--- src/rtl/calc_unit.sv ---
// Execute stage sequenced by the CPU state bus: latches opcode/operands, runs ALU or iterative MUL/DIV/MOD.
// Build option CALC_FAST_MUL_EN: single-cycle combinational MUL instead of the shift-add loop.
package calc_unit_pkg;
  typedef enum logic [3:0] {
    SIDLE, SREAD, SLOAD1, SLOAD2, SCALC, SWRITE, SNXTLINE, SERR, SFINISH
  } SequencerState;
  typedef enum logic [2:0] {CIDLE, CBUSY, CDONE, CHALT, CFAULT} calc_state_t;
endpackage

module calc_unit
  import calc_unit_pkg::*;
#(
  parameter int WIDTH = 8,
  parameter int OPW   = 4
) (
  input  logic                 clk,
  input  logic                 rstn,
  input  SequencerState        q,
  input  logic [OPW-1:0]       instr,
  input  logic [WIDTH-1:0]     opnd,
  output logic [WIDTH-1:0]     result,
  output logic                 zero,
  output logic                 carry,
  output logic                 ovf,
  output logic                 nxt_line,
  output logic                 finish,
  output logic                 err,
  output calc_state_t          dbg_state
);
  localparam int CW = $clog2(WIDTH + 1);
  localparam logic [OPW-1:0] OP_NOP  = OPW'(4'h0);
  localparam logic [OPW-1:0] OP_ADD  = OPW'(4'h1);
  localparam logic [OPW-1:0] OP_SUB  = OPW'(4'h2);
  localparam logic [OPW-1:0] OP_AND  = OPW'(4'h3);
  localparam logic [OPW-1:0] OP_OR   = OPW'(4'h4);
  localparam logic [OPW-1:0] OP_XOR  = OPW'(4'h5);
  localparam logic [OPW-1:0] OP_SHL  = OPW'(4'h6);
  localparam logic [OPW-1:0] OP_SHR  = OPW'(4'h7);
  localparam logic [OPW-1:0] OP_MUL  = OPW'(4'h8);
  localparam logic [OPW-1:0] OP_DIV  = OPW'(4'h9);
  localparam logic [OPW-1:0] OP_MOD  = OPW'(4'hA);
  localparam logic [OPW-1:0] OP_HALT = OPW'(4'hF);

  calc_state_t        state;
  logic [OPW-1:0]     op_q;
  logic [WIDTH-1:0]   a_q, b_q;
  logic [CW-1:0]      cnt;
  logic [2*WIDTH-1:0] acc_q, mcand_q;
  logic [WIDTH-1:0]   mplier_q, rem_q, quo_q;

  // Handshake: nxt_line/finish are only meaningful while q==SCALC and are
  // gated by it; the sequencer treats them as its advance strobes. err is a
  // level that persists regardless of q.
  assign nxt_line  = (state == CDONE) && (q == SCALC);
  assign finish    = (state == CHALT) && (q == SCALC);
  assign err       = (state == CFAULT);
  assign dbg_state = state;

  logic legal, div_op, multi;
  assign legal  = (op_q <= OP_MOD) || (op_q == OP_HALT);
  assign div_op = (op_q == OP_DIV) || (op_q == OP_MOD);
`ifdef CALC_FAST_MUL_EN
  assign multi  = div_op;
`else
  assign multi  = div_op || (op_q == OP_MUL);
`endif

  // Single-cycle ops
  logic [WIDTH:0]   sum, diff;
  logic [WIDTH-1:0] alu_res;
  logic             alu_c, alu_o, shift_big;
`ifdef CALC_FAST_MUL_EN
  logic [2*WIDTH-1:0] fast_prod;
`endif
  always_comb begin
    sum       = {1'b0, a_q} + {1'b0, b_q};
    diff      = {1'b0, a_q} - {1'b0, b_q};
    shift_big = (32'(b_q) >= WIDTH);
    alu_res   = result;
    alu_c     = 1'b0;
    alu_o     = 1'b0;
`ifdef CALC_FAST_MUL_EN
    fast_prod = {{WIDTH{1'b0}}, a_q} * {{WIDTH{1'b0}}, b_q};
`endif
    case (op_q)
      OP_ADD: begin
        alu_res = sum[WIDTH-1:0];
        alu_c   = sum[WIDTH];
        alu_o   = (a_q[WIDTH-1] == b_q[WIDTH-1]) && (sum[WIDTH-1] != a_q[WIDTH-1]);
      end
      OP_SUB: begin
        alu_res = diff[WIDTH-1:0];
        alu_c   = diff[WIDTH];
        alu_o   = (a_q[WIDTH-1] != b_q[WIDTH-1]) && (diff[WIDTH-1] != a_q[WIDTH-1]);
      end
      OP_AND: alu_res = a_q & b_q;
      OP_OR:  alu_res = a_q | b_q;
      OP_XOR: alu_res = a_q ^ b_q;
      OP_SHL: alu_res = shift_big ? '0 : (a_q << b_q);
      OP_SHR: alu_res = shift_big ? '0 : (a_q >> b_q);
`ifdef CALC_FAST_MUL_EN
      OP_MUL: begin
        alu_res = fast_prod[WIDTH-1:0];
        alu_o   = |fast_prod[2*WIDTH-1:WIDTH];
      end
`endif
      default: ;
    endcase
  end

  // One shift-add / restoring-division iteration. The first iteration runs on
  // the CIDLE->CBUSY edge straight from the operands, so WIDTH iterations end
  // at the edge closing k=WIDTH-1.
  logic [2*WIDTH-1:0] in_acc, in_mcand, st_acc, st_mcand;
  logic [WIDTH-1:0]   in_mplier, st_mplier, in_rem, in_quo, st_rem, st_quo, it_res;
  logic [WIDTH:0]     sh_rem, rem_diff;
  logic               it_o;
  always_comb begin
    if (state == CIDLE) begin
      in_acc    = '0;
      in_mcand  = {{WIDTH{1'b0}}, a_q};
      in_mplier = b_q;
      in_rem    = '0;
      in_quo    = a_q;
    end else begin
      in_acc    = acc_q;
      in_mcand  = mcand_q;
      in_mplier = mplier_q;
      in_rem    = rem_q;
      in_quo    = quo_q;
    end
    st_acc    = in_mplier[0] ? (in_acc + in_mcand) : in_acc;
    st_mcand  = in_mcand << 1;
    st_mplier = in_mplier >> 1;
    sh_rem    = {in_rem, in_quo[WIDTH-1]};
    rem_diff  = sh_rem - {1'b0, b_q};
    st_quo    = {in_quo[WIDTH-2:0], ~rem_diff[WIDTH]};
    st_rem    = rem_diff[WIDTH] ? sh_rem[WIDTH-1:0] : rem_diff[WIDTH-1:0];
    it_res    = (op_q == OP_MUL) ? st_acc[WIDTH-1:0] :
                (op_q == OP_DIV) ? st_quo : st_rem;
    it_o      = (op_q == OP_MUL) && (|st_acc[2*WIDTH-1:WIDTH]);
  end

  always_ff @(posedge clk or negedge rstn) begin
    if (!rstn) begin
      state    <= CIDLE;
      op_q     <= '0;
      a_q      <= '0;
      b_q      <= '0;
      result   <= '0;
      zero     <= 1'b0;
      carry    <= 1'b0;
      ovf      <= 1'b0;
      cnt      <= '0;
      acc_q    <= '0;
      mcand_q  <= '0;
      mplier_q <= '0;
      rem_q    <= '0;
      quo_q    <= '0;
    end else begin
      if (q == SREAD)  op_q <= instr;
      if (q == SLOAD1) a_q  <= opnd;
      if (q == SLOAD2) b_q  <= opnd;
      case (state)
        CIDLE: if (q == SCALC) begin
          if (!legal || (div_op && (b_q == '0))) begin
            state <= CFAULT;
          end else if (op_q == OP_HALT) begin
            state <= CHALT;
          end else if (multi) begin
            state    <= CBUSY;
            cnt      <= CW'(WIDTH - 1);
            acc_q    <= st_acc;
            mcand_q  <= st_mcand;
            mplier_q <= st_mplier;
            rem_q    <= st_rem;
            quo_q    <= st_quo;
          end else begin
            state <= CDONE;
            if (op_q != OP_NOP) begin
              result <= alu_res;
              zero   <= (alu_res == '0);
              carry  <= alu_c;
              ovf    <= alu_o;
            end
          end
        end
        CBUSY: begin
          if (q != SCALC) begin
            state <= CIDLE;
          end else begin
            cnt      <= cnt - 1'b1;
            acc_q    <= st_acc;
            mcand_q  <= st_mcand;
            mplier_q <= st_mplier;
            rem_q    <= st_rem;
            quo_q    <= st_quo;
            if (cnt == CW'(1)) begin
              state  <= CDONE;
              result <= it_res;
              zero   <= (it_res == '0);
              carry  <= 1'b0;
              ovf    <= it_o;
            end
          end
        end
        CDONE:   if (q != SCALC) state <= CIDLE;
        CHALT:   state <= CHALT;
        CFAULT:  state <= CFAULT;
        default: state <= CIDLE;
      endcase
    end
  end
endmodule

--- config.mk ---
export PLATFORM = sky130hd
export DESIGN_NAME = calc_unit
export DESIGN_NICKNAME = d
export VERILOG_FILES = /design/src/rtl/calc_unit.sv
export SDC_FILE = /design/constraint.sdc
export NUM_CORES = 1
export LEC_CHECK = 0
export BUFFER_PORTS_ARGS = -buffer_cell sky130_fd_sc_hd__buf_2
export CAP_MARGIN = 20
export CORE_MARGIN = 1
export CORE_UTILIZATION = 45
export CTS_CLUSTER_DIAMETER = 60
export DETAILED_ROUTE_END_ITERATION = 10
export SYNTH_ARGS = -nofsm -noshare
export SYNTH_HDL_FRONTEND = slang
export SYNTH_SLANG_ARGS = --single-unit
export TNS_END_PERCENT = 100
--- constraint.sdc ---
create_clock -name clk -period 4.95 [get_ports clk]
set_clock_uncertainty 0.1 [all_clocks]
set_input_delay 0.495 -clock clk [delete_from_list [all_inputs] [get_ports clk]]
set_output_delay 0.495 -clock clk [all_outputs]
set_load 0.005 [all_outputs]
==> key figures <==
STA
  – Final worst slack: 0.498 ns
  – Slew margin rel.: 0.391
  – Period minus WS final: 4.45 ns
  – Sum Neg Setup Slack: 0 ns
  – Period utilization: 0.899
  – Final slew viol count: 0
  – RSZ-0062 raised after global routing: false
  – Worst Max-Slew Pin Slew: 0.906 ns
  – Final Hold Fails: 0
  – Final setup fails: 0
  – Max Clock Freq: 0.225 GHz

Clock network
  – Setup bufs post-CTS: 0
  – Cts hold-fix bufs: 0
  – # clock sinks: a little over 90
  – Cts bufs inserted: 9
  – Root Driver: clkbuf_16
  – CTS tree: done
  – Clock Latency Late Sink: 0.35 ns
  – H-tree depth: 3
  – CTS clk-pin slew, worst paths: around 0.07 ns
  – Bufs on Longest Clock Path: 2
  – Post-CTS sizing: 0

Global routing
  – Vias in the first global route: between 6,000 and 7,000
  – Gr ovfl total: 0
  – Global Route Usage Sum: 0.276
  – First-pass GRT wire length: 35.3 mm
  – Number of antenna violations at the first check in global routing: 0
  – Largest net degree at the start of global routing: 53

Route
  – Via count: 6,930
  – DRT Pass-1 Iters: 7
  – WL final: 22.8 mm
  – Remaining DRCs: 0
  – DRT antenna net count: 0
  – DRT iter0 DRCs: 636
  – Number of vias per cell: 6.05
  – Mean routed wirelength per cell: 19.9 um

Synthesis
  – Yosys reg bits: between 90 and 100
  – Sequential element share of the synthesized area: 0.308
  – Avg Synthesized Cell Area: between 8 and 9 um2
  – Distinct cells, synth: between 70 and 80
  – Async set or reset register ratio after synthesis: 1.00
  – Synth Flop Type: dfrtp_1
  – Syn Nets: 985
  – Area share of the leading cell type in the synthesized netlist: 0.308
  – Number of flops mapped to enable cells by yosys: 0
  – Ys Warns: 0
  – Largest cells by area after synthesis: dfrtp_1 (31%), ha_1 (8.0%), nand2_1 (5.8%)
  – Cell area after synthesis: 7480 um2
  – Yosys top cell by area: dfrtp_1
  – Mapped Cells: 915

Floorplanning
  – Die H: 131 um
  – Core box area: ~16,000 um2
  – # rows: 46
  – Initial core utilization: 0.466
  – Die Area: 17,100 um2
  – I/O pins: 35
  – Die Width: 131 um

Power
  – Combinational share of power: 0.504
  – Pwr per Cell Area: 480 nW/um2
  – Clock Power Share: 0.174
  – Peak supply drop: around 0.22 mV
  – Sequential power share: 0.322
  – LEAKAGE: about 0.0037 uW
  – Switching Fraction: 0.455
  – Net switching power: roughly 1800 uW
  – Internal power: 2130 uW

Final layout
  – Area Growth Syn to Fin: 8.53%
  – # fillers: roughly 1,600
  – ANT cells: 0
  – Final net count: slightly below 1,000
  – Share of cells above drive strength 1: 0.118

Setup path
  – CP Data Required Time: 5.09 ns
  – CP endpoint kind: flop
  – CP arrival: between 4 and 5 ns
  – Crit Path Class: reg -> reg
  – Worst-path fanout max: 48
  – Crit path launch type: flop
  – Worst R2R Path Depth: 13

Placement
  – Pre-CTS setup slack: 0.496 ns
  – RD Place Congestion: 0.951
  – Port Buffer Count: 34
  – Hpwl dp: 16.8 mm

Flow run
  – MaxCap Viol Count: 0

Min path
  – Worst hold-check path type: in -> async

Run status
  – Status: complete, no violations
==> path summary, 6_finish.rpt <==
check | startpoint | to | slack, ns
hold reg to reg | mcand_q[8] | mcand_q[8] | 0.37
max in group asynchronous | rstn | rem_q[2] | 3.60
hold / removal | rstn | op_q[2] | 0.09
setup reg to reg | dbg_state[0] | zero | 0.50
min in group clk | instr[2] | op_q[2] | 0.25
setup / recovery | dbg_state[0] | zero | 0.50
==> registers in the layout (all words and copies together) (netlist names) <==
register   cells
a_q            8
rem_q          8
dbg_state      3
ovf            1
acc_q         16
mcand_q       15
mplier_q       7
zero           1
cnt            4
op_q           4
carry          1
quo_q          8
result         8
b_q            8
==> cell families after synthesis <==
kind of cell,after synthesis,synth area share
AO/OA/AOI/OAI,289,0.254
XOR/XNOR,20,0.0244
adder cells (fa/ha/maj),52,0.0910
buffers and inverters,92,0.0525
flip-flops,92,0.308
multiplexers,36,0.0574
other,1,0.000501
AND/OR/NAND/NOR,333,0.212
==> cells in the final DEF, fill, tap and decap left out, types with 10 or more instances in the layout <==
| master | count |
|---|---|
| buf_4 | 19 |
| o31ai_1 | 10 |
| ha_1 | 48 |
| inv_1 | 37 |
| xnor2_1 | 13 |
| o21ai_0 | 57 |
| dfrtp_1 | 92 |
| a21oi_1 | 78 |
| mux2i_1 | 17 |
| nand3_1 | 19 |
| mux2_2 | 15 |
| a211oi_1 | 16 |
| nor2_1 | 87 |
| a31oi_1 | 24 |
| nand2_1 | 115 |
| and2_1 | 40 |
| nor3_1 | 14 |
| a21o_1 | 25 |
| buf_2 | 33 |
==> power by group through the flow <==
stage,logic (uW),registers (uW),clock network [uW]
6_report,1970,1260,679
4_1_cts,1940,1250,688
5_1_grt,2170,1280,714
3_3_place_gp,1930,1260,0
3_5_place_dp,1930,1260,0
2_1_floorplan,1450,1160,0
==> per-layer routing <==
layer  part of all wire  up-vias  wire length, um  track usage
li1                   -     3314                -            -
met1               0.47     3285            10700        0.393
met2               0.43      291             9760        0.414
met3              0.073       40             1660       0.0460
met4              0.030        0              688        0.109
met5                  0        -                0            0
==> critical path: stages (launching register included) <==
cell and delay, ns:
dfrtp_1 0.50, or3_2 0.71, buf_12 0.27, and2_1 0.19, ha_1 0.36, a21oi_1 0.09
o22ai_1 0.29, o41ai_2 0.13, xnor2_2 0.63, a211oi_1 0.25, o22ai_1 0.35, a21oi_1 0.07
and3_1 0.20, a31o_1 0.20
==> through the flow <==
stage / utilization / area, um2 / hold slack [ns] / std cells / total power, uW
after floorplan: - / 7480 / 0.0994 / 915 / 2610
after global placement: 0.488 / 7840 / 0.359 / 1130 / 3180
after detailed placement: 0.488 / 7840 / 0.362 / 1130 / 3190
after CTS: 0.506 / 8120 / 0.130 / 1145 / 3880
after global routing: 0.506 / 8120 / 0.153 / 1145 / 4170
final: 0.506 / 8120 / 0.0854 / 1145 / 3900
==> Yosys cell counts (all sizes together), types with 5 or more instances <==
master,instances
nor3,15
nor2b,5
o22ai,6
o21a,5
and3,7
a21o,25
ha,48
mux2,15
nand2b,7
nor4b,7
a21oi,79
dfrtp,92
a31oi,24
nand2,115
mux2i,17
nand3,19
inv,37
nor3b,7
a22oi,9
and2,40
xnor2,14
buf,26
xor2,6
o41ai,5
nor2,87
clkbuf,28
o31ai,11
a211oi,16
o21ai,58
nand4,6
o211ai,5
==> area by class of cell <==
type / count / area, um2 / area share
clock buffers: 10 / 239 / 0.0294
clock inverters: 5 / 36.3 / 0.00447
inverters: 38 / 143 / 0.0176
multi-input cells: 731 / 4800 / 0.591
flip-flops and latches: 92 / 2300 / 0.284
well taps: 216 / 270 / 0.0333
repair buffers: 53 / 328 / 0.0404
No activity file was read; power rests on OpenSTA's default activity.
